--- config.mk ---
export PLATFORM = sky130hd
export DESIGN_NAME = ram_fifo_ctrl_flat
export DESIGN_NICKNAME = d
export VERILOG_FILES = /design/src/rtl/ram_fifo_ctrl_pkg.sv /design/src/rtl/ram_fifo_ctrl_if.sv /design/src/rtl/fifo_out_stage.sv /design/src/rtl/ram_fifo_ctrl.sv /design/src/flat_wrapper.sv
export SDC_FILE = /design/constraint.sdc
export NUM_CORES = 1
export LEC_CHECK = 0
export CAP_MARGIN = 20
export CORE_ASPECT_RATIO = 0.6
export CORE_MARGIN = 5
export CORE_UTILIZATION = 43
export DETAILED_ROUTE_END_ITERATION = 8
export PLACE_DENSITY = 0.83
export SETUP_SLACK_MARGIN = 0.02
export SYNTH_ARGS = -nofsm -noshare
export SYNTH_HDL_FRONTEND = slang
export SYNTH_SLANG_ARGS = --single-unit
--- constraint.sdc ---
create_clock -name clk -period 2.9 [get_ports clk]
set_input_delay 0.435 -clock clk [delete_from_list [all_inputs] [get_ports clk]]
set_output_delay 0.435 -clock clk [all_outputs]
set_load 0.03 [all_outputs]
--- src/rtl/ram_fifo_ctrl_pkg.sv ---
// rtl/ram_fifo_ctrl_pkg.sv - shared sizing helpers for the RAM-backed stream FIFO
//
// Purpose: derives RAM depth and level width from the RAM address width, so
//          that the interface, the top level and the bench all size from one place.
// Ports:   none (package).

package ram_fifo_ctrl_pkg;

    localparam int DEFAULT_ADDR_SIZE = 7;
    localparam int DEFAULT_DATA_SIZE = 16;

    // RAM depth for a given address width.
    function automatic int depth_of(input int addr_size);
        return 1 << addr_size;
    endfunction

    // The level counts up to DEPTH + 2 (RAM, in-flight read, two output slots).
    function automatic int level_w(input int addr_size);
        return addr_size + 2;
    endfunction

endpackage

--- src/rtl/ram_fifo_ctrl_if.sv ---
// rtl/ram_fifo_ctrl_if.sv - stream, level and RAM-port bundle of the FIFO controller
//
// Purpose: groups the upstream stream, the downstream stream, the level output
//          and the far-side RAM port of ram_fifo_ctrl.
// Ports (signals):
//   flush                           synchronous clear request
//   in_valid/in_data/in_ready       upstream stream
//   out_valid/out_data/out_ready    downstream stream
//   level                           words held in total
//   ram_wren/ram_waddr/ram_d        RAM write port
//   ram_rden/ram_raddr/ram_q        RAM read port (q valid the cycle after rden)
// Modports: master = the controller, slave = its environment (sources, sink, RAM).

interface ram_fifo_ctrl_if
    import ram_fifo_ctrl_pkg::*;
#(
    parameter int ADDR_SIZE = DEFAULT_ADDR_SIZE,
    parameter int DATA_SIZE = DEFAULT_DATA_SIZE
);
    logic                            flush;
    logic                            in_valid;
    logic [DATA_SIZE-1:0]            in_data;
    logic                            in_ready;
    logic                            out_valid;
    logic [DATA_SIZE-1:0]            out_data;
    logic                            out_ready;
    logic [level_w(ADDR_SIZE)-1:0]   level;
    logic                            ram_wren;
    logic [ADDR_SIZE-1:0]            ram_waddr;
    logic [DATA_SIZE-1:0]            ram_d;
    logic                            ram_rden;
    logic [ADDR_SIZE-1:0]            ram_raddr;
    logic [DATA_SIZE-1:0]            ram_q;

    modport master (
        input  flush, in_valid, in_data, out_ready, ram_q,
        output in_ready, out_valid, out_data, level,
               ram_wren, ram_waddr, ram_d, ram_rden, ram_raddr
    );

    modport slave (
        output flush, in_valid, in_data, out_ready, ram_q,
        input  in_ready, out_valid, out_data, level,
               ram_wren, ram_waddr, ram_d, ram_rden, ram_raddr
    );

endinterface

--- src/rtl/fifo_out_stage.sv ---
// rtl/fifo_out_stage.sv - two-entry output stage hiding the RAM read latency
//
// Purpose: captures RAM read data one cycle after a read issue and presents the
//          oldest word on slot0; slot1 holds the next word.
// Ports:
//   clk, reset     clock, asynchronous active-high reset
//   i_flush        drop everything held, including an arriving read
//   i_rd_pend      a read was issued last cycle, i_ram_q carries its data
//   i_ram_q        RAM read data
//   i_out_ready    downstream takes slot0 when o_out_valid is high
//   o_slot0        oldest word
//   o_stage_cnt    words held (0..2)
//   o_out_valid    slot0 holds a word

module fifo_out_stage #(
    parameter int DATA_SIZE = 16
) (
    input  logic                 clk,
    input  logic                 reset,
    input  logic                 i_flush,
    input  logic                 i_rd_pend,
    input  logic [DATA_SIZE-1:0] i_ram_q,
    input  logic                 i_out_ready,
    output logic [DATA_SIZE-1:0] o_slot0,
    output logic [1:0]           o_stage_cnt,
    output logic                 o_out_valid
);

    logic [DATA_SIZE-1:0] r_slot0;
    logic [DATA_SIZE-1:0] r_slot1;
    logic [1:0]           r_stage_cnt;
    logic                 w_pop;
    logic [1:0]           w_cnt_after_pop;

    assign w_pop           = (r_stage_cnt != 2'd0) && i_out_ready;
    assign w_cnt_after_pop = r_stage_cnt - {1'b0, w_pop};

    always_ff @(posedge clk or posedge reset) begin
        if (reset) begin
            r_slot0     <= '0;
            r_slot1     <= '0;
            r_stage_cnt <= 2'd0;
        end else if (i_flush) begin
            r_stage_cnt <= 2'd0;
        end else begin
            if (w_pop) begin
                r_slot0 <= r_slot1;
            end
            // Arriving data lands in slot0 only if the stage drains this cycle;
            // this assignment overrides the shift above in that case.
            if (i_rd_pend) begin
                if (w_cnt_after_pop == 2'd0) begin
                    r_slot0 <= i_ram_q;
                end else begin
                    r_slot1 <= i_ram_q;
                end
            end
            r_stage_cnt <= w_cnt_after_pop + {1'b0, i_rd_pend};
        end
    end

    assign o_slot0     = r_slot0;
    assign o_stage_cnt = r_stage_cnt;
    assign o_out_valid = (r_stage_cnt != 2'd0);

endmodule

--- src/rtl/ram_fifo_ctrl.sv ---
// rtl/ram_fifo_ctrl.sv - stream FIFO controller driving a dual-port RAM
//
// Purpose: stores a sample stream in an external dual-port RAM (registered read
//          address, one cycle read latency) with valid/ready on both sides and
//          one word per cycle sustained throughput. Capacity is DEPTH + 2 words.
// Ports:
//   clk, reset  clock, asynchronous active-high reset
//   bus         ram_fifo_ctrl_if.master: flush, upstream/downstream streams,
//               level and the RAM write/read ports

module ram_fifo_ctrl
    import ram_fifo_ctrl_pkg::*;
#(
    parameter int ADDR_SIZE = DEFAULT_ADDR_SIZE,
    parameter int DATA_SIZE = DEFAULT_DATA_SIZE
) (
    input  logic            clk,
    input  logic            reset,
    ram_fifo_ctrl_if.master bus
);

    localparam int DEPTH = depth_of(ADDR_SIZE);
    localparam int PTR_W = ADDR_SIZE + 1;
    localparam int LVL_W = level_w(ADDR_SIZE);

    // One extra pointer bit distinguishes full from empty.
    logic [PTR_W-1:0]     r_wptr;
    logic [PTR_W-1:0]     r_rptr;
    logic                 r_rd_pend;

    logic [PTR_W-1:0]     w_mem_count;
    logic                 w_full;
    logic                 w_in_ready;
    logic                 w_push;
    logic                 w_pop;
    logic                 w_rden;
    logic [2:0]           w_occ_after;
    logic [1:0]           w_stage_cnt;
    logic                 w_out_valid;
    logic [DATA_SIZE-1:0] w_slot0;

    assign w_mem_count = r_wptr - r_rptr;
    assign w_full      = (w_mem_count == PTR_W'(DEPTH));

    assign w_in_ready  = !w_full && !bus.flush && !reset;
    assign w_push      = bus.in_valid && w_in_ready;
    assign w_pop       = w_out_valid && bus.out_ready;

    // Stage slots still committed after this cycle's pop; a new read may only
    // be issued if its data will have a free slot when it arrives.
    assign w_occ_after = {1'b0, w_stage_cnt} + {2'b0, r_rd_pend} - {2'b0, w_pop};
    assign w_rden      = (w_mem_count != '0) && !bus.flush && (w_occ_after < 3'd2);

    always_ff @(posedge clk or posedge reset) begin
        if (reset) begin
            r_wptr    <= '0;
            r_rptr    <= '0;
            r_rd_pend <= 1'b0;
        end else if (bus.flush) begin
            r_wptr    <= '0;
            r_rptr    <= '0;
            r_rd_pend <= 1'b0;
        end else begin
            if (w_push) begin
                r_wptr <= r_wptr + 1'b1;
            end
            if (w_rden) begin
                r_rptr <= r_rptr + 1'b1;
            end
            r_rd_pend <= w_rden;
        end
    end

    fifo_out_stage #(
        .DATA_SIZE (DATA_SIZE)
    ) u_out_stage (
        .clk         (clk),
        .reset       (reset),
        .i_flush     (bus.flush),
        .i_rd_pend   (r_rd_pend),
        .i_ram_q     (bus.ram_q),
        .i_out_ready (bus.out_ready),
        .o_slot0     (w_slot0),
        .o_stage_cnt (w_stage_cnt),
        .o_out_valid (w_out_valid)
    );

    assign bus.in_ready  = w_in_ready;
    assign bus.ram_wren  = w_push;
    assign bus.ram_waddr = r_wptr[ADDR_SIZE-1:0];
    assign bus.ram_d     = bus.in_data;
    assign bus.ram_rden  = w_rden;
    assign bus.ram_raddr = r_rptr[ADDR_SIZE-1:0];
    assign bus.out_valid = w_out_valid;
    assign bus.out_data  = w_slot0;
    assign bus.level     = LVL_W'(w_mem_count) + LVL_W'(r_rd_pend) + LVL_W'(w_stage_cnt);

endmodule

--- src/flat_wrapper.sv ---
// flat-port wrapper written by rule: the top's interface ports become plain ports
module ram_fifo_ctrl_flat import ram_fifo_ctrl_pkg::*;
#(
    parameter int ADDR_SIZE = DEFAULT_ADDR_SIZE,
    parameter int DATA_SIZE = DEFAULT_DATA_SIZE
)
  (clk, reset, bus_flush, bus_in_valid, bus_in_data, bus_out_ready, bus_ram_q, bus_in_ready, bus_out_valid, bus_out_data, bus_level, bus_ram_wren, bus_ram_waddr, bus_ram_d, bus_ram_rden, bus_ram_raddr);
  ram_fifo_ctrl_if #(.ADDR_SIZE(ADDR_SIZE), .DATA_SIZE(DATA_SIZE)) bus_i ();
  input  logic clk;
  input  logic reset;
  input wire logic [$bits(bus_i.flush)-1:0] bus_flush;
  input wire logic [$bits(bus_i.in_valid)-1:0] bus_in_valid;
  input wire logic [$bits(bus_i.in_data)-1:0] bus_in_data;
  input wire logic [$bits(bus_i.out_ready)-1:0] bus_out_ready;
  input wire logic [$bits(bus_i.ram_q)-1:0] bus_ram_q;
  output wire logic [$bits(bus_i.in_ready)-1:0] bus_in_ready;
  output wire logic [$bits(bus_i.out_valid)-1:0] bus_out_valid;
  output wire logic [$bits(bus_i.out_data)-1:0] bus_out_data;
  output wire logic [$bits(bus_i.level)-1:0] bus_level;
  output wire logic [$bits(bus_i.ram_wren)-1:0] bus_ram_wren;
  output wire logic [$bits(bus_i.ram_waddr)-1:0] bus_ram_waddr;
  output wire logic [$bits(bus_i.ram_d)-1:0] bus_ram_d;
  output wire logic [$bits(bus_i.ram_rden)-1:0] bus_ram_rden;
  output wire logic [$bits(bus_i.ram_raddr)-1:0] bus_ram_raddr;
  assign bus_i.flush = bus_flush;
  assign bus_i.in_valid = bus_in_valid;
  assign bus_i.in_data = bus_in_data;
  assign bus_i.out_ready = bus_out_ready;
  assign bus_i.ram_q = bus_ram_q;
  assign bus_in_ready = bus_i.in_ready;
  assign bus_out_valid = bus_i.out_valid;
  assign bus_out_data = bus_i.out_data;
  assign bus_level = bus_i.level;
  assign bus_ram_wren = bus_i.ram_wren;
  assign bus_ram_waddr = bus_i.ram_waddr;
  assign bus_ram_d = bus_i.ram_d;
  assign bus_ram_rden = bus_i.ram_rden;
  assign bus_ram_raddr = bus_i.ram_raddr;
  ram_fifo_ctrl #(.ADDR_SIZE(ADDR_SIZE), .DATA_SIZE(DATA_SIZE)) u_core (.clk(clk), .reset(reset), .bus(bus_i));
endmodule
==> results of run 1 <==
metal layers:
metal  GRT usage  wire length, um
met2       0.296             4460
met4      0.0481              264
met5           0                0
met1       0.277             4380
met3      0.0544              998
cell families (layout without fill, tap and decap cells):
kind of cell	count (synthesis)	after routing	share of synthesized area
AOI/OAI and AO/OA	74	74	0.164
xor gates and xnor gates	16	16	0.0433
adders and majority gates	18	18	0.0789
buffers and inverters	64	161	0.114
DFF	51	51	0.395
muxes	22	22	0.0755
and+or+nand+nor	86	86	0.130
area by class of cell:
class / count / area, um2
repair buffers: 129 / 1140
well taps: 104 / 130
clock inverters: 1 / 7.51
inverters: 24 / 93.8
clock buffers: 7 / 153
flip-flops and latches: 51 / 1280
multi-input cells: 216 / 1920
fillers: 549 / 2570
tightest hold or removal path: stages, from the launching register on:
cell and delay, ps:
sky130_fd_sc_hd__dfrtp_1 340, sky130_fd_sc_hd__nand2_1 50, sky130_fd_sc_hd__o21ai_0 60
power breakdown:
part | switching (mW) | internal, mW
clock network | 0.264 | 0.367
logic | 1.95 | 1.62
registers | 0.160 | 0.966
total | 2.37 | 2.95
registers in the layout, indices dropped and copies added (netlist names):
register	flops
u_core.u_out_stage.o_stage_cnt	2
u_core.r_rptr	8
u_core.r_rd_pend	1
u_core.u_out_stage.o_slot0	16
u_core.u_out_stage.r_slot1	16
u_core.r_wptr	8
cell usage after synthesis, types with 7 or more instances:
cell type                  count
sky130_fd_sc_hd__a21oi_1      13
sky130_fd_sc_hd__buf_4        30
sky130_fd_sc_hd__dfrtp_1      51
sky130_fd_sc_hd__xnor2_1       8
sky130_fd_sc_hd__nor2_1       20
sky130_fd_sc_hd__a22oi_1      16
sky130_fd_sc_hd__xor2_1        8
sky130_fd_sc_hd__clkbuf_1      7
sky130_fd_sc_hd__mux2_2       17
sky130_fd_sc_hd__nand2_1      28
sky130_fd_sc_hd__o21ai_0      17
sky130_fd_sc_hd__inv_1        23
sky130_fd_sc_hd__ha_1         14
worst min path at each step:
stage	to	slack, ps	cells past startpoint
finish	u_core.u_out_stage.o_slot0[5]	480	2
global route	u_core.u_out_stage.o_slot0[0]	510	2
CTS	u_core.u_out_stage.o_slot0[5]	490	2
detailed placement	u_core.u_out_stage.o_slot0[5]	470	2
global placement	u_core.u_out_stage.o_slot0[1]	470	2
floorplan	u_core.u_out_stage.r_slot1[0]	480	1
stage by stage:
stage          instances  worst slack, ps  TNS, ps
5_1_grt              532             -291    -2830
6_report             532             -230    -1700
4_1_cts              520             -209    -1490
3_3_place_gp         504            -63.5     -209
2_1_floorplan        331            -35.4    -41.2
3_5_place_dp         504             -181    -1020
what timing repair did:
item / 4_1_cts / 5_1_grt
gates cloned: 0 / 0
endpoints found under the setup margin: 10 / 37
hold buffers: 0 / 0
resized for setup: 42 / 41
pin swaps: 21 / 24
setup buffers: 8 / 15
==> impl_results.md, run 1 <==
- Routability cong.: 0.956
- Share of async-settable or async-resettable flops after synthesis: 1.00
- Yosys cell types: 52
- Largest net degree at the start of global routing: between 50 and 60
- Launching instance or port of the critical path: u_core.r_wptr[1]
- VDD IR-drop max: 386 uV
- Flop and latch count out of synthesis: 51
- Final Total Pwr: between 5 and 6 mW
- Final Hold Viols: 0
- Final HPWL from detailed placement: 6520 um
- Leading cell type in the layout, fill and taps excluded: sky130_fd_sc_hd__buf_4
- Hold_ws: between 400 and 500 ps
- Cell area reported after detailed placement: between 0.004 and 0.005 mm2
- Antenna-violating nets left: 0
- Top cell type by total area after synthesis: sky130_fd_sc_hd__dfrtp_1
- Worst-case clock skew: 7.30 ps
- I/O pin count: between 90 and 100
- Detailed-route wire length per cell: approximately 19 um
- Share of Yosys cell area claimed by the top area cell type: 0.395
- Sum of buffers and inverters on the critical path: 3
- Pre-antenna DRT Iters: 5
- Worst Slack Setup Final: -230 ps
- Top library cells by usage in the layout, fill and taps aside: sky130_fd_sc_hd__buf_4, sky130_fd_sc_hd__clkdlybuf4s50_1, sky130_fd_sc_hd__dfrtp_1
- Number of nets at the end of the flow: roughly 480
- Cell area after technology mapping: approximately 0.0032 mm2
- Type of element launching the critical path: register
- Crit path kind: reg2out
- Fraction of final layout cells sized beyond drive strength 1: 0.388
- Clock tree from TritonCTS: built
- Post-CTS clock slew at the launch and capture registers of the worst setup and hold paths: 70 ps
- Final critical-path share of the clock period: 1.08
- Critical path's largest stage delay: 410 ps
- Cell breakdown of the critical path: buf_4 -> ha_1 -> nor2_2 -> a21oi_2 -> xnor2_2 -> buf_6 -> or3_4 -> nor2_4 -> nand2_4 -> xor2_2 -> buf_6
- Die Span Y: just under 80 um
- Diodes inserted: 0
- Wire length of the first global-routing pass: about 15000 um
- Core ar.: approximately 0.0073 mm2
- Leakage power of the design: between 2 and 2.5 nW
- P&R area growth vs syn: 46.2%
- Required time at the endpoint of the critical path: around 2500 ps
- Die Footprint: roughly 0.0094 mm2
- Max-Slew Margin vs Limit: 0.557
- Total number of yosys warnings: 0
- DRC violation count after routing: 0
- Min Tclk post-route: about 3100 ps
- Horiz. Die Dim: about 120 um
- Origin of the worst min-delay path: u_core.u_out_stage.o_slot0[5]
- Max clock buf depth: 2
- FP Rows: 24
- Final core area utilization: 0.648
- Effective utilization at floorplan: 0.443
- Tot GR Track Use: 0.196
- Setup slack of the worst register-to-register path: -170 ps
- Power per cell area: ~1100 mW/mm2
- Count of H-tree levels built during CTS: 2
- Cell at the slowest stage of the critical path: sky130_fd_sc_hd__or3_4
- Dominant synthesized flop cell: sky130_fd_sc_hd__dfrtp_1
- Max-slew violation count: 0
- Reported max-cap violation count: 0
- Share of synthesized area occupied by flip-flops and latches: 0.395
- Clock latency at the later pin of the worst-skew pair: between 200 and 300 ps
- Arrival time at the worst endpoint: 2700 ps
- Routed via count divided by cell count: between 5 and 6
- Aggregate global routing overflow: 0
- Number of cells traversed by the worst register-to-register path: 11
- Number of violations reported at the end of detailed-routing iteration 0: 202
- Clock buffers created by TritonCTS: 5
- Setup repair after global routing missed its margin: yes
- Actual slew at the worst max-slew pin: between 600 and 700 ps
- Result of the run: complete, but fails checks
- Wirelength, routed: approximately 10000 um
- CTS Root Buffer Type: sky130_fd_sc_hd__clkbuf_16
- Critical Path Most Common Cell: sky130_fd_sc_hd__buf_6
- CP Capture Type: output pin
- Average footprint of a synthesized cell: ~9.8 um2
- Number of global-route vias before repair: approximately 2.9k
- Fmax achieved: approximately 0.32 GHz
- Number of clock sinks: a little over 50
- Kind of cell adding the most delay to the critical path: simple AND/OR/NAND/NOR gates
- Vias: about 3k
- Syn Inst Count: around 330
- Number of buffers added on ports: 63
- Hold WC Path Type: reg2reg
- Count of endpoints failing setup in the final report: 11
- Initial antenna violation count: 0
- Cell types with the largest area share after synthesis: sky130_fd_sc_hd__dfrtp_1, sky130_fd_sc_hd__buf_4, sky130_fd_sc_hd__mux2_2, sky130_fd_sc_hd__ha_1, sky130_fd_sc_hd__a22oi_1
- Number of cells on the critical path: 11
- Post-synth net total: between 300 and 400
- Summed area of non-filler cells in the final layout: approximately 0.0047 mm2
- Destination of the worst register-to-register timing path: u_core.r_wptr[5]
- FF-to-FF Start: u_core.r_rptr[0]
- Count of flip-flops with a built-in enable after synthesis: 0
- Violations in the final reports: negative setup slack
- CP max FO: 3
- Critical Path Sink: bus_level[6]
Note: power is estimated with default switching activity, not from simulation.
==> run 2, diff against run 1 <==
--- a/config.mk
+++ b/config.mk
@@ -10,6 +10,7 @@
 export CORE_MARGIN = 5
 export CORE_UTILIZATION = 43
 export DETAILED_ROUTE_END_ITERATION = 8
+export GPL_ROUTABILITY_DRIVEN = 0
 export PLACE_DENSITY = 0.83
 export SETUP_SLACK_MARGIN = 0.02
 export SYNTH_ARGS = -nofsm -noshare
==> results of run 2 <==
Final layout, timing and power as in run 1 (identical DEF).
==> run 3, diff against run 2 <==
--- a/config.mk
+++ b/config.mk
@@ -5,13 +5,12 @@
 export SDC_FILE = /design/constraint.sdc
 export NUM_CORES = 1
 export LEC_CHECK = 0
-export CAP_MARGIN = 20
 export CORE_ASPECT_RATIO = 0.6
 export CORE_MARGIN = 5
 export CORE_UTILIZATION = 43
 export DETAILED_ROUTE_END_ITERATION = 8
 export GPL_ROUTABILITY_DRIVEN = 0
-export PLACE_DENSITY = 0.83
+export PLACE_DENSITY_LB_ADDON = 0.12
 export SETUP_SLACK_MARGIN = 0.02
 export SYNTH_ARGS = -nofsm -noshare
 export SYNTH_HDL_FRONTEND = slang
==> impl_results.md, run 3 (synthesis results as in run 1) <==
- Actual slew at the worst max-slew pin: 689 ps
- Top library cells by usage in the layout, fill and taps aside: sky130_fd_sc_hd__buf_4, sky130_fd_sc_hd__clkdlybuf4s50_1, sky130_fd_sc_hd__dfrtp_1
- Final Total Pwr: roughly 5.7 mW
- Fmax achieved: about 0.32 GHz
- Pre-antenna DRT Iters: 4
- Max-Slew Margin vs Limit: 0.540
- Worst Slack Setup Final: -220 ps
- Min Tclk post-route: approximately 3100 ps
- Wire length of the first global-routing pass: 14100 um
- Type of element launching the critical path: register
- Effective utilization at floorplan: 0.443
- Number of standard cells in the layout, taps in and fillers out: about 540
- Worst-case clock skew: around 3.6 ps
- Setup repair after global routing missed its margin: yes
- Final HPWL from detailed placement: between 6000 and 7000 um
- Violations in the final reports: negative setup slack
- Required time at the endpoint of the critical path: ~2500 ps
- Number of clock sinks: 51
- Post-CTS clock slew at the launch and capture registers of the worst setup and hold paths: approximately 70 ps
- Setup slack of the worst register-to-register path: -90 ps
- Result of the run: complete, but fails checks
- Die Span Y: 77.2 um
- Antenna-violating nets left: 0
- Diodes inserted: 0
- VDD IR-drop max: around 540 uV
- I/O pin count: 96
- Arrival time at the worst endpoint: 2690 ps
- DRC violation count after routing: 0
- Number of global-route vias before repair: between 2k and 3k
- Aggregate global routing overflow: 0
- Final critical-path share of the clock period: 1.08
- Fraction of final layout cells sized beyond drive strength 1: 0.398
- Hold WC Path Type: reg2reg
- Leading cell type in the layout, fill and taps excluded: sky130_fd_sc_hd__buf_4
- Power per cell area: between 1000 and 1500 mW/mm2
- CP max FO: 3
- Number of violations reported at the end of detailed-routing iteration 0: 149
- Clock latency at the later pin of the worst-skew pair: about 290 ps
- CP Capture Type: output pin
- Max clock buf depth: 2
- Number of instances in the placed design: approximately 510
- Horiz. Die Dim: 122 um
- Initial antenna violation count: 0
- Number of buffers inserted by hold repair at cts: 0
- Die Footprint: about 0.0094 mm2
- FP Rows: 24
- Crit path kind: reg2out
- Leakage power of the design: just over 2 nW
- Tot GR Track Use: 0.189
- Detailed-route wire length per cell: about 16 um
- Count of endpoints failing setup in the final report: 11
- Clock buffers created by TritonCTS: 5
- Count of H-tree levels built during CTS: 2
- Vias: roughly 2.7k
- Core ar.: 0.00730 mm2
- P&R area growth vs syn: 47.0%
- Number of nets at the end of the flow: slightly below 500
- Largest net degree at the start of global routing: 52
- Number of buffers added on ports: 63
- CTS Root Buffer Type: sky130_fd_sc_hd__clkbuf_16
- Clock tree from TritonCTS: built
- Wirelength, routed: 8800 um
- Final Hold Viols: 0
- Max-slew violation count: 0
- Reported max-cap violation count: 0
- Routed via count divided by cell count: a little over 5
[run 3: worst paths after layout]
path | from | end | depth (start not counted)
setup / recovery | u_core.r_rptr[0] | bus_level[6] | 11
hold / removal | u_core.u_out_stage.o_slot0[8] | u_core.u_out_stage.o_slot0[8] | 2
setup reg to reg | u_core.r_rptr[0] | u_core.r_rptr[0] | 14
hold reg to reg | u_core.u_out_stage.o_slot0[8] | u_core.u_out_stage.o_slot0[8] | 2
max in group asynchronous | reset | u_core.u_out_stage.o_stage_cnt[1] | 3
min in group asynchronous | reset | u_core.r_rptr[4] | 3
[run 3: cell type report]
cell class / count / area, um2
clock buffers: 6 / 139
clock inverters: 2 / 38.8
fillers: 602 / 2540
inverters: 24 / 96.3
multi-input cells: 216 / 1870
flip-flops and latches: 51 / 1280
well taps: 104 / 130
repair buffers: 133 / 1200
[run 3: metal layers]
metal | vias to the layer above | part of all wire | GRT usage
met5 | - | 0 | 0
met4 | 0 | 0.013 | 0.0313
met3 | 19 | 0.065 | 0.0397
met2 | 83 | 0.43 | 0.282
met1 | 1299 | 0.49 | 0.284
li1 | 1328 | - | -
[run 3: stage by stage]
step | setup slack [ps] | TNS (ps) | utilization | hold slack, ps | instance area [um2]
floorplan | -35.4 | -41.2 | - | 482 | 3300
global placement | -116 | -1370 | 0.575 | 461 | 4200
detailed placement | -189 | -1580 | 0.575 | 471 | 4200
CTS | -239 | -1550 | 0.609 | 486 | 4440
global route | -319 | -3040 | 0.651 | 508 | 4750
finish | -220 | -1310 | 0.651 | 478 | 4750
[run 3: where the power goes]
group	internal (mW)	switching (mW)
sequential	0.967	0.141
clock	0.434	0.265
combinational	1.90	1.95
total	3.30	2.35
[run 3: worst max-delay path, cell delays in order (launching register included)]
cell and delay, ps:
sky130_fd_sc_hd__dfrtp_2 440, sky130_fd_sc_hd__buf_6 130, sky130_fd_sc_hd__ha_4 150, sky130_fd_sc_hd__nand2b_2 210, sky130_fd_sc_hd__a21oi_2 210, sky130_fd_sc_hd__xnor2_1 150, sky130_fd_sc_hd__buf_4 180, sky130_fd_sc_hd__or3_4 400
sky130_fd_sc_hd__nor2_2 100, sky130_fd_sc_hd__nand2_2 100, sky130_fd_sc_hd__xor2_2 180, sky130_fd_sc_hd__buf_6 150
[run 3: what timing repair did]
action	in CTS	in global routing
buffers inserted	2	11
setup endpoints to repair	13	37
cloned	0	1
pin swaps	8	27
resized for setup	23	58
